==> src/rtl/approx_adder_err_monitor_if.sv <==
// approx_adder_err_monitor_if: control, sample stream and statistics bundle of the error monitor
interface approx_adder_err_monitor_if #(
  parameter int W     = 8,
  parameter int N_W   = 16,
  parameter int ACC_W = 40
);
  logic             start;
  logic [N_W-1:0]   num_samples;
  logic             in_valid;
  logic             in_ready;
  logic [W-1:0]     in_a;
  logic [W-1:0]     in_b;
  logic [W:0]       in_sum;
  logic             busy;
  logic             done;
  logic [N_W-1:0]   err_count;
  logic [ACC_W-1:0] sum_abs_err;
  logic [ACC_W-1:0] sum_sq_err;
  logic [W:0]       max_abs_err;
  modport master (
    output start, num_samples, in_valid, in_a, in_b, in_sum,
    input  in_ready, busy, done, err_count, sum_abs_err, sum_sq_err, max_abs_err
  );
  modport slave (
    input  start, num_samples, in_valid, in_a, in_b, in_sum,
    output in_ready, busy, done, err_count, sum_abs_err, sum_sq_err, max_abs_err
  );
endinterface

==> src/rtl/approx_adder_err_monitor.sv <==
// approx_adder_err_monitor: accumulates mismatch count, |e|, e^2 and max |e| of an approximate adder
module approx_adder_err_monitor #(
  parameter int W     = 8,
  parameter int N_W   = 16,
  parameter int ACC_W = 40
) (
  input logic clk,
  input logic rst,
  approx_adder_err_monitor_if.slave bus
);
  // one spare bit above the wider of accumulator and square flags saturation
  localparam int SW = ((ACC_W > 2*W+2) ? ACC_W : 2*W+2) + 1;
  typedef enum logic [1:0] {IDLE, RUN, DRAIN, DONE} state_t;
  state_t           state_q, state_d;
  logic [N_W-1:0]   cnt_q, cnt_d, n_q, n_d, err_q, err_d;
  logic             v_q, v_d, mis_q, mis_d;
  logic [W:0]       abs_q, abs_d, max_q, max_d;
  logic [ACC_W-1:0] sabs_q, sabs_d, ssq_q, ssq_d;
  logic             hs, clr, last;
  logic [W:0]       exact;
  logic [W+1:0]     e;
  logic [2*W+1:0]   sq;
  logic [SW-1:0]    abs_sum, sq_sum;
  assign hs      = bus.in_valid && state_q == RUN;
  assign clr     = state_q == IDLE && bus.start;
  assign last    = hs && (cnt_q + N_W'(1) == n_q);
  assign exact   = {1'b0, bus.in_a} + {1'b0, bus.in_b};
  assign e       = {1'b0, bus.in_sum} - {1'b0, exact};
  assign sq      = {{(W+1){1'b0}}, abs_q} * {{(W+1){1'b0}}, abs_q};
  assign abs_sum = SW'(sabs_q) + SW'(abs_q);
  assign sq_sum  = SW'(ssq_q) + SW'(sq);
  always_comb begin
    state_d = state_q;
    n_d     = n_q;
    cnt_d   = clr ? '0 : cnt_q + N_W'(hs);
    v_d     = hs;
    mis_d   = hs ? bus.in_sum != exact : mis_q;
    abs_d   = hs ? (e[W+1] ? ~e[W:0] + (W+1)'(1) : e[W:0]) : abs_q;
    err_d   = clr ? '0 : err_q + N_W'(v_q && mis_q);
    sabs_d  = clr ? '0 : !v_q ? sabs_q : |abs_sum[SW-1:ACC_W] ? '1 : abs_sum[ACC_W-1:0];
    ssq_d   = clr ? '0 : !v_q ? ssq_q : |sq_sum[SW-1:ACC_W] ? '1 : sq_sum[ACC_W-1:0];
    max_d   = clr ? '0 : (v_q && abs_q > max_q) ? abs_q : max_q;
    case (state_q)
      IDLE: if (bus.start) begin
        state_d = bus.num_samples == '0 ? DONE : RUN;
        n_d     = bus.num_samples;
      end
      RUN:     state_d = last ? DRAIN : RUN;
      DRAIN:   state_d = DONE;
      default: state_d = IDLE;
    endcase
  end
  always_ff @(posedge clk or posedge rst) begin
    if (rst) begin
      state_q <= IDLE;
      cnt_q   <= '0;
      n_q     <= '0;
      v_q     <= 1'b0;
      mis_q   <= 1'b0;
      abs_q   <= '0;
      err_q   <= '0;
      sabs_q  <= '0;
      ssq_q   <= '0;
      max_q   <= '0;
    end else begin
      state_q <= state_d;
      cnt_q   <= cnt_d;
      n_q     <= n_d;
      v_q     <= v_d;
      mis_q   <= mis_d;
      abs_q   <= abs_d;
      err_q   <= err_d;
      sabs_q  <= sabs_d;
      ssq_q   <= ssq_d;
      max_q   <= max_d;
    end
  end
  assign bus.in_ready    = state_q == RUN;
  assign bus.busy        = state_q == RUN || state_q == DRAIN;
  assign bus.done        = state_q == DONE;
  assign bus.err_count   = err_q;
  assign bus.sum_abs_err = sabs_q;
  assign bus.sum_sq_err  = ssq_q;
  assign bus.max_abs_err = max_q;
endmodule

==> src/flat_wrapper.sv <==
// flat-port wrapper written by rule: the top's interface ports become plain ports
module approx_adder_err_monitor_flat 
#(
  parameter int W     = 8,
  parameter int N_W   = 16,
  parameter int ACC_W = 40
)
  (clk, rst, bus_start, bus_num_samples, bus_in_valid, bus_in_a, bus_in_b, bus_in_sum, bus_in_ready, bus_busy, bus_done, bus_err_count, bus_sum_abs_err, bus_sum_sq_err, bus_max_abs_err);
  approx_adder_err_monitor_if #(.W(W), .N_W(N_W), .ACC_W(ACC_W)) bus_i ();
  input logic clk;
  input logic rst;
  input wire logic [$bits(bus_i.start)-1:0] bus_start;
  input wire logic [$bits(bus_i.num_samples)-1:0] bus_num_samples;
  input wire logic [$bits(bus_i.in_valid)-1:0] bus_in_valid;
  input wire logic [$bits(bus_i.in_a)-1:0] bus_in_a;
  input wire logic [$bits(bus_i.in_b)-1:0] bus_in_b;
  input wire logic [$bits(bus_i.in_sum)-1:0] bus_in_sum;
  output wire logic [$bits(bus_i.in_ready)-1:0] bus_in_ready;
  output wire logic [$bits(bus_i.busy)-1:0] bus_busy;
  output wire logic [$bits(bus_i.done)-1:0] bus_done;
  output wire logic [$bits(bus_i.err_count)-1:0] bus_err_count;
  output wire logic [$bits(bus_i.sum_abs_err)-1:0] bus_sum_abs_err;
  output wire logic [$bits(bus_i.sum_sq_err)-1:0] bus_sum_sq_err;
  output wire logic [$bits(bus_i.max_abs_err)-1:0] bus_max_abs_err;
  assign bus_i.start = bus_start;
  assign bus_i.num_samples = bus_num_samples;
  assign bus_i.in_valid = bus_in_valid;
  assign bus_i.in_a = bus_in_a;
  assign bus_i.in_b = bus_in_b;
  assign bus_i.in_sum = bus_in_sum;
  assign bus_in_ready = bus_i.in_ready;
  assign bus_busy = bus_i.busy;
  assign bus_done = bus_i.done;
  assign bus_err_count = bus_i.err_count;
  assign bus_sum_abs_err = bus_i.sum_abs_err;
  assign bus_sum_sq_err = bus_i.sum_sq_err;
  assign bus_max_abs_err = bus_i.max_abs_err;
  approx_adder_err_monitor #(.W(W), .N_W(N_W), .ACC_W(ACC_W)) u_core (.clk(clk), .rst(rst), .bus(bus_i));
endmodule
==> config.mk <==
export PLATFORM = sky130hd
export DESIGN_NAME = approx_adder_err_monitor_flat
export DESIGN_NICKNAME = d
export VERILOG_FILES = /design/src/rtl/approx_adder_err_monitor_if.sv /design/src/rtl/approx_adder_err_monitor.sv /design/src/flat_wrapper.sv
export SDC_FILE = /design/constraint.sdc
export NUM_CORES = 1
export LEC_CHECK = 0
export CAP_MARGIN = 20
export CORE_ASPECT_RATIO = 1.1
export CORE_MARGIN = 2
export CORE_UTILIZATION = 60
export CTS_BUF_LIST = sky130_fd_sc_hd__clkbuf_4
export DETAILED_ROUTE_END_ITERATION = 10
export PLACE_DENSITY = 0.95
export SLEW_MARGIN = 20
export SYNTH_ARGS = -nofsm -noshare
export SYNTH_HDL_FRONTEND = slang
export SYNTH_SLANG_ARGS = --single-unit
==> constraint.sdc <==
create_clock -name clk -period 13.5 [get_ports clk]
set_input_delay 2.7 -clock clk [delete_from_list [all_inputs] [get_ports clk]]
set_output_delay 2.7 -clock clk [all_outputs]
set_load 0.02 [all_outputs]
After elaboration in Yosys (flattened, before gate mapping)
Index checks and enable logic that the tools add are counted.
{ "totals": {"regBits": 150, "inputBits": 45, "out_inout_bits": 108, "word_cells": 53} }
{ "op_classes": {"addsub": 8, "n_mul": 1, "magnitude_cmp": 1, "eq_ne": 6, "muxes": 15, "bitwise_logic": 1, "reduce_logical": 11} }
{ "op_table": {"columns": ["operator", "n"], "rows": [
  ["2-to-1 mux 40 bit", 6],
  ["adder 40 x 18 -> 41 bit", 1],
  ["adder 40 x 9 -> 41 bit", 1],
  ["adder 16 x 1 -> 16 bit", 2],
  ["2-to-1 mux 16 bit", 2],
  ["2-to-1 mux 9 bit", 3],
  ["multiplier 9 x 9 -> 18 bit", 1],
  ["adder 16 x 1 -> 16 bit, second input constant", 1],
  ["equality test 16 bit", 1],
  ["zero test 16 bit", 1],
  ["subtractor 9 x 9 -> 10 bit", 1],
  ["adder 8 x 8 -> 9 bit", 1],
  ["adder 9 x 1 -> 9 bit, second input constant", 1],
  ["> comparator 9 bit", 1],
  ["inequality test 9 bit", 1],
  ["inverter 9 bit", 1],
  ["2-to-1 mux 2 bit", 3],
  ["case mux 2 bit (3 select lines)", 1],
  ["logical AND 1 bit", 5],
  ["equality test 2 bit, second input constant", 2],
  ["nonzero test 2 bit", 2],
  ["equality test 2 x 1 -> 1 bit, second input constant", 1],
  ["zero test 2 bit", 1],
  ["inequality test 2 bit, second input constant", 1],
  ["2 further kinds", 2]
]} }

Logic depth before layout (Yosys ltp)
{ "logic_depth": {"word_depth": 5, "mapped_depth": 25, "mapped_depth_nobuf": 22} }

Least setup slack after synthesis
OpenSTA, ideal clock, no wires.
{ "synth_path": {"path_type": "register -> register", "start": "register u_core.abs_q[6]", "end": "register u_core.ssq_q[21], in the netlist u_core.bus.sum_sq_err[21]", "setup_ps": 150, "t_arrival_ps": 5788, "required_time_ps": 13350, "setup_slack_ps": 7562, "stages_incl_launch_ff": 25, "path_buffers": 2, "period_less_slack_ps": 5938, "path_cell_list": "dfrtp_1 > clkbuf_1 > inv_1 > nor2_1 > inv_1 > fa_1 > inv_1 > fa_1 > inv_1 > fa_1 > inv_1 > fa_1 > inv_1 > fa_1 > inv_1 > ha_1 > a21o_1 > a221o_1 > a21oi_2 > a2111oi_4 > o2111a_2 > buf_6 > o21a_1 > nor2_1 > a311oi_2"} }
{ "synth_between": {"elab_chain_len": 5} }
{ "synth_lines": {"columns": ["item", "line_no", "rtl"], "rows": [
  ["start, declared", "approx_adder_err_monitor.sv:17", "logic [W:0] abs_q, abs_d, max_q, max_d;"],
  ["start signal, assigned", "approx_adder_err_monitor.sv:71", "abs_q <= abs_d;"],
  ["multiplier 9 x 9 -> 18 bit", "approx_adder_err_monitor.sv:29", "assign sq = {{(W+1){1'b0}}, abs_q} * {{(W+1){1'b0}}, abs_q};"],
  ["adder 40 x 18 -> 41 bit", "approx_adder_err_monitor.sv:31", "assign sq_sum = SW'(ssq_q) + SW'(sq);"],
  ["2-to-1 mux 40 bit (3 in series)", "approx_adder_err_monitor.sv:41", "ssq_d = clr ? '0 : !v_q ? ssq_q : |sq_sum[SW-1:ACC_W] ? '1 : sq_sum[ACC_W-1:0];"],
  ["end signal, assigned", "approx_adder_err_monitor.sv:74", "ssq_q <= ssq_d;"],
  ["end, declared", "approx_adder_err_monitor.sv:18", "logic [ACC_W-1:0] sabs_q, sabs_d, ssq_q, ssq_d;"]
]} }
Every way passes these cells. The select of a mux whose other input is x is not followed.
A chain may end at the register's enable or synchronous reset.

Final worst setup path
Same ends and word-level chain as after synthesis.

==> impl_metrics.env <==
export IMPL_r2r_end="u_core.bus.sum_sq_err[21]"
export IMPL_fin_worst_skew_ns=0.02985
export IMPL_period_needed_ns=6.871
export IMPL_final_area_um2=13550
export IMPL_yosysUniqueCellTypes=77
export IMPL_cp_cell_sequence="inv_1, nor2_1, inv_1, fa_1, inv_1, fa_1, inv_1, fa_1, inv_1, fa_1, inv_1, fa_1, inv_1, ha_1, a21o_1, a221o_1, a21oi_2, a2111oi_4, o2111ai_2, and2_1, a311oi_2"
export IMPL_avgSynthCellArea_um2=8.884
export IMPL_drive_gt1_share_pct=4.986
export IMPL_first_pass_iters=6
export IMPL_syn_area_um2=11630
export IMPL_die_h_um=150.0
export IMPL_design_die_area_um2=20510
export IMPL_boundaryPins=153
export IMPL_hp_class="reg -> reg"
export IMPL_finalCritPeriodShare_pct=50.90
export IMPL_timing_setup_tns_ns=0
export IMPL_antenna_found_initial=1
export IMPL_htree_num_levels=4
export IMPL_root_buffer="clkbuf_4"
export IMPL_cp_max_fo=16
export IMPL_slew_headroom_pct=25.99
export IMPL_hold_violations=0
export IMPL_ys_async_sr_fraction_pct=100.0
export IMPL_ant_nets=0
export IMPL_synth_edf_count=0
export IMPL_reg2reg_slack_ns=6.63
export IMPL_fin_cells=1692
export IMPL_cts_sinks=150
export IMPL_worstRegToRegCells=21
export IMPL_crit_type="reg -> reg"
export IMPL_synth_area_top_cells="dfrtp_1 (32%), ha_1 (9.6%), fa_1 (8.4%), inv_1 (4.5%), nand2_1 (3.9%)"
export IMPL_slowest_stage="o2111ai_2"
export IMPL_post_cts_buffers=0
export IMPL_hold_depth=2
export IMPL_syn_num_nets=1492
export IMPL_cts_tree="done"
export IMPL_cp_common_cell="inv_1"
export IMPL_placed_area_um2=13280
export IMPL_via_per_inst=6.090
export IMPL_holdPathEnd="u_core.n_q[3]"
export IMPL_cp_data_required_time_ns=13.92
export IMPL_drc=0
export IMPL_end_kind="flip-flop"
export IMPL_post_place_ws_ns=6.718
export IMPL_fill_cells=1399
export IMPL_grt_pass1_vias=10226
export IMPL_core_area_um2=19030
export IMPL_drt_iter0_markers=648
export IMPL_die_w_um=136.7
export IMPL_post_cts_resize_count=0
export IMPL_cap_violations=0
export IMPL_critPathLaunchType="flip-flop"
export IMPL_tightest_slew_ns=1.108
export IMPL_numCtsBuffers=17
export IMPL_finalMaxSlewViolations=0
export IMPL_setup_slack_ns=6.629
export IMPL_ys_seq_area_share_pct=32.28
export IMPL_hold_start="u_core.n_q[3]"
export IMPL_num_rows=53
export IMPL_wl_mm=29.53
export IMPL_yosysMostFrequentCell="dfrtp_1"
export IMPL_rsz0062_at_grt="no"
export IMPL_synthDominantCellAreaShare_pct=32.28
export IMPL_place_congestion=0.9505
export IMPL_ys_seq_elements=150
export IMPL_grtUsageTotal_pct=29.64
export IMPL_max_freq_mhz=145.5
export IMPL_synthToLayoutAreaGrowth_pct=16.53
export IMPL_synth_cells=1309
export IMPL_ys_warn_count=0
export IMPL_timing_rr_start="u_core.abs_q[6]"
export IMPL_status="finished clean"
export IMPL_grt_pass1_wl_mm=48.58
export IMPL_setup_viol=0
export IMPL_synth_top_cell_by_area="dfrtp_1"
export IMPL_grt_max_degree=95
export IMPL_synth_common_cells="dfrtp_1 (150), inv_1 (138), nand2_1 (122)"
export IMPL_slowest_delay_ns=0.70
export IMPL_layout_nets=1614
export IMPL_cp_num_buf_inv=7
export IMPL_clk_pin_slew_ns=0.14
export IMPL_initial_core_util_pct=61.10
export IMPL_cp_top_family="adder cells"
export IMPL_portBuffers=152
export IMPL_synth_flop_cell="dfrtp_1"
export IMPL_vias=10304
export IMPL_ctsHoldBuffers=0
export IMPL_dp_cells=1659
export IMPL_clock_latency_ns=0.58
export IMPL_overflow=0
export IMPL_wl_per_cell_um=17.46
export IMPL_crit_arrival_ns=7.29
export IMPL_clock_path_buffers=2
export IMPL_hpwlAfterDp_mm=21.71
registers in the layout, indices dropped and copies added (netlist names):
register	count
u_core.bus.err_count	16
u_core.cnt_q	16
u_core.abs_q	9
u_core.bus.sum_abs_err	40
u_core.bus.max_abs_err	9
u_core.state_q	2
u_core.mis_q	1
u_core.v_q	1
u_core.bus.sum_sq_err	40
u_core.n_q	16
final cells by class:
type                       instances  area, um2  share of cell area [%]
timing repair buffer             157       1559                   11.51
inverter                         138      523.0                   3.860
clock buffer                      19      142.6                   1.053
multi-input combinational        967       7136                   52.66
sequential                       150       3755                   27.71
tap                              247      309.0                   2.281
antenna                            1      2.502                 0.01847
clock inverter                    13      123.9                  0.9141
layer usage:
metal  track usage (%)  share of wire, %  routed length (um)
met1             36.09                40               11830
met2             51.73                51               14980
met3             5.081               6.0                1782
met4             12.29               3.2                 939
met5                 0                 0                   0
placed cells by master (no fill, tap or decap), types with 21 or more instances in the layout:
| cell | n |
|---|---|
| nor2_1 | 92 |
| and3_1 | 24 |
| xor2_1 | 47 |
| a31oi_1 | 28 |
| a21o_1 | 21 |
| nand4_1 | 21 |
| o21ai_0 | 73 |
| fa_1 | 49 |
| nor3_1 | 21 |
| nand3_1 | 44 |
| ha_1 | 89 |
| clkdlybuf4s50_1 | 152 |
| xnor2_1 | 41 |
| and2_1 | 32 |
| dfrtp_1 | 149 |
| inv_1 | 137 |
| nand2_1 | 121 |
| a21oi_1 | 80 |
how the worst max path moves through the flow:
| stage | to | startpoint | depth (start not counted) | slack [ns] |
|---|---|---|---|---|
| 6_report | u_core.bus.sum_sq_err[21] | u_core.abs_q[6] | 21 | 6.63 |
| 3_3_place_gp | u_core.bus.sum_sq_err[19] | u_core.abs_q[6] | 21 | 6.93 |
| 4_1_cts | u_core.bus.sum_sq_err[21] | u_core.abs_q[6] | 21 | 6.71 |
| 2_1_floorplan | u_core.abs_q[0] | rst | 1 | 6.76 |
| 3_5_place_dp | u_core.bus.sum_sq_err[19] | u_core.abs_q[6] | 21 | 6.72 |
| 5_1_grt | u_core.bus.sum_sq_err[19] | u_core.abs_q[6] | 21 | 6.27 |
through the flow:
stage               utilization [%]  hold slack, ns
floorplan                         -          0.4652
global placement              69.79          0.4849
detailed placement            69.79          0.4888
CTS                           71.19          0.5255
global route                  71.20          0.5696
finish                        71.20          0.5262
tightest hold or removal path: cells and delay by family, from the launching register on:
kind             cells  cell delay [ns]
flip-flops           1             0.39
AND/OR/NAND/NOR      2             0.11
cell families after synthesis:
kind of cell    after synthesis  synth area share (%)
simple gates                418                 17.89
compound gates              316                 18.19
buf+inv                     192                 6.391
flops                       150                 32.28
fa+ha+maj                   138                 18.01
xor+xnor                     88                 6.628
mux                           7                0.6026
Power is not shown: default switching activity piles up to over one toggle a cycle in this logic, so the estimate is an artifact.
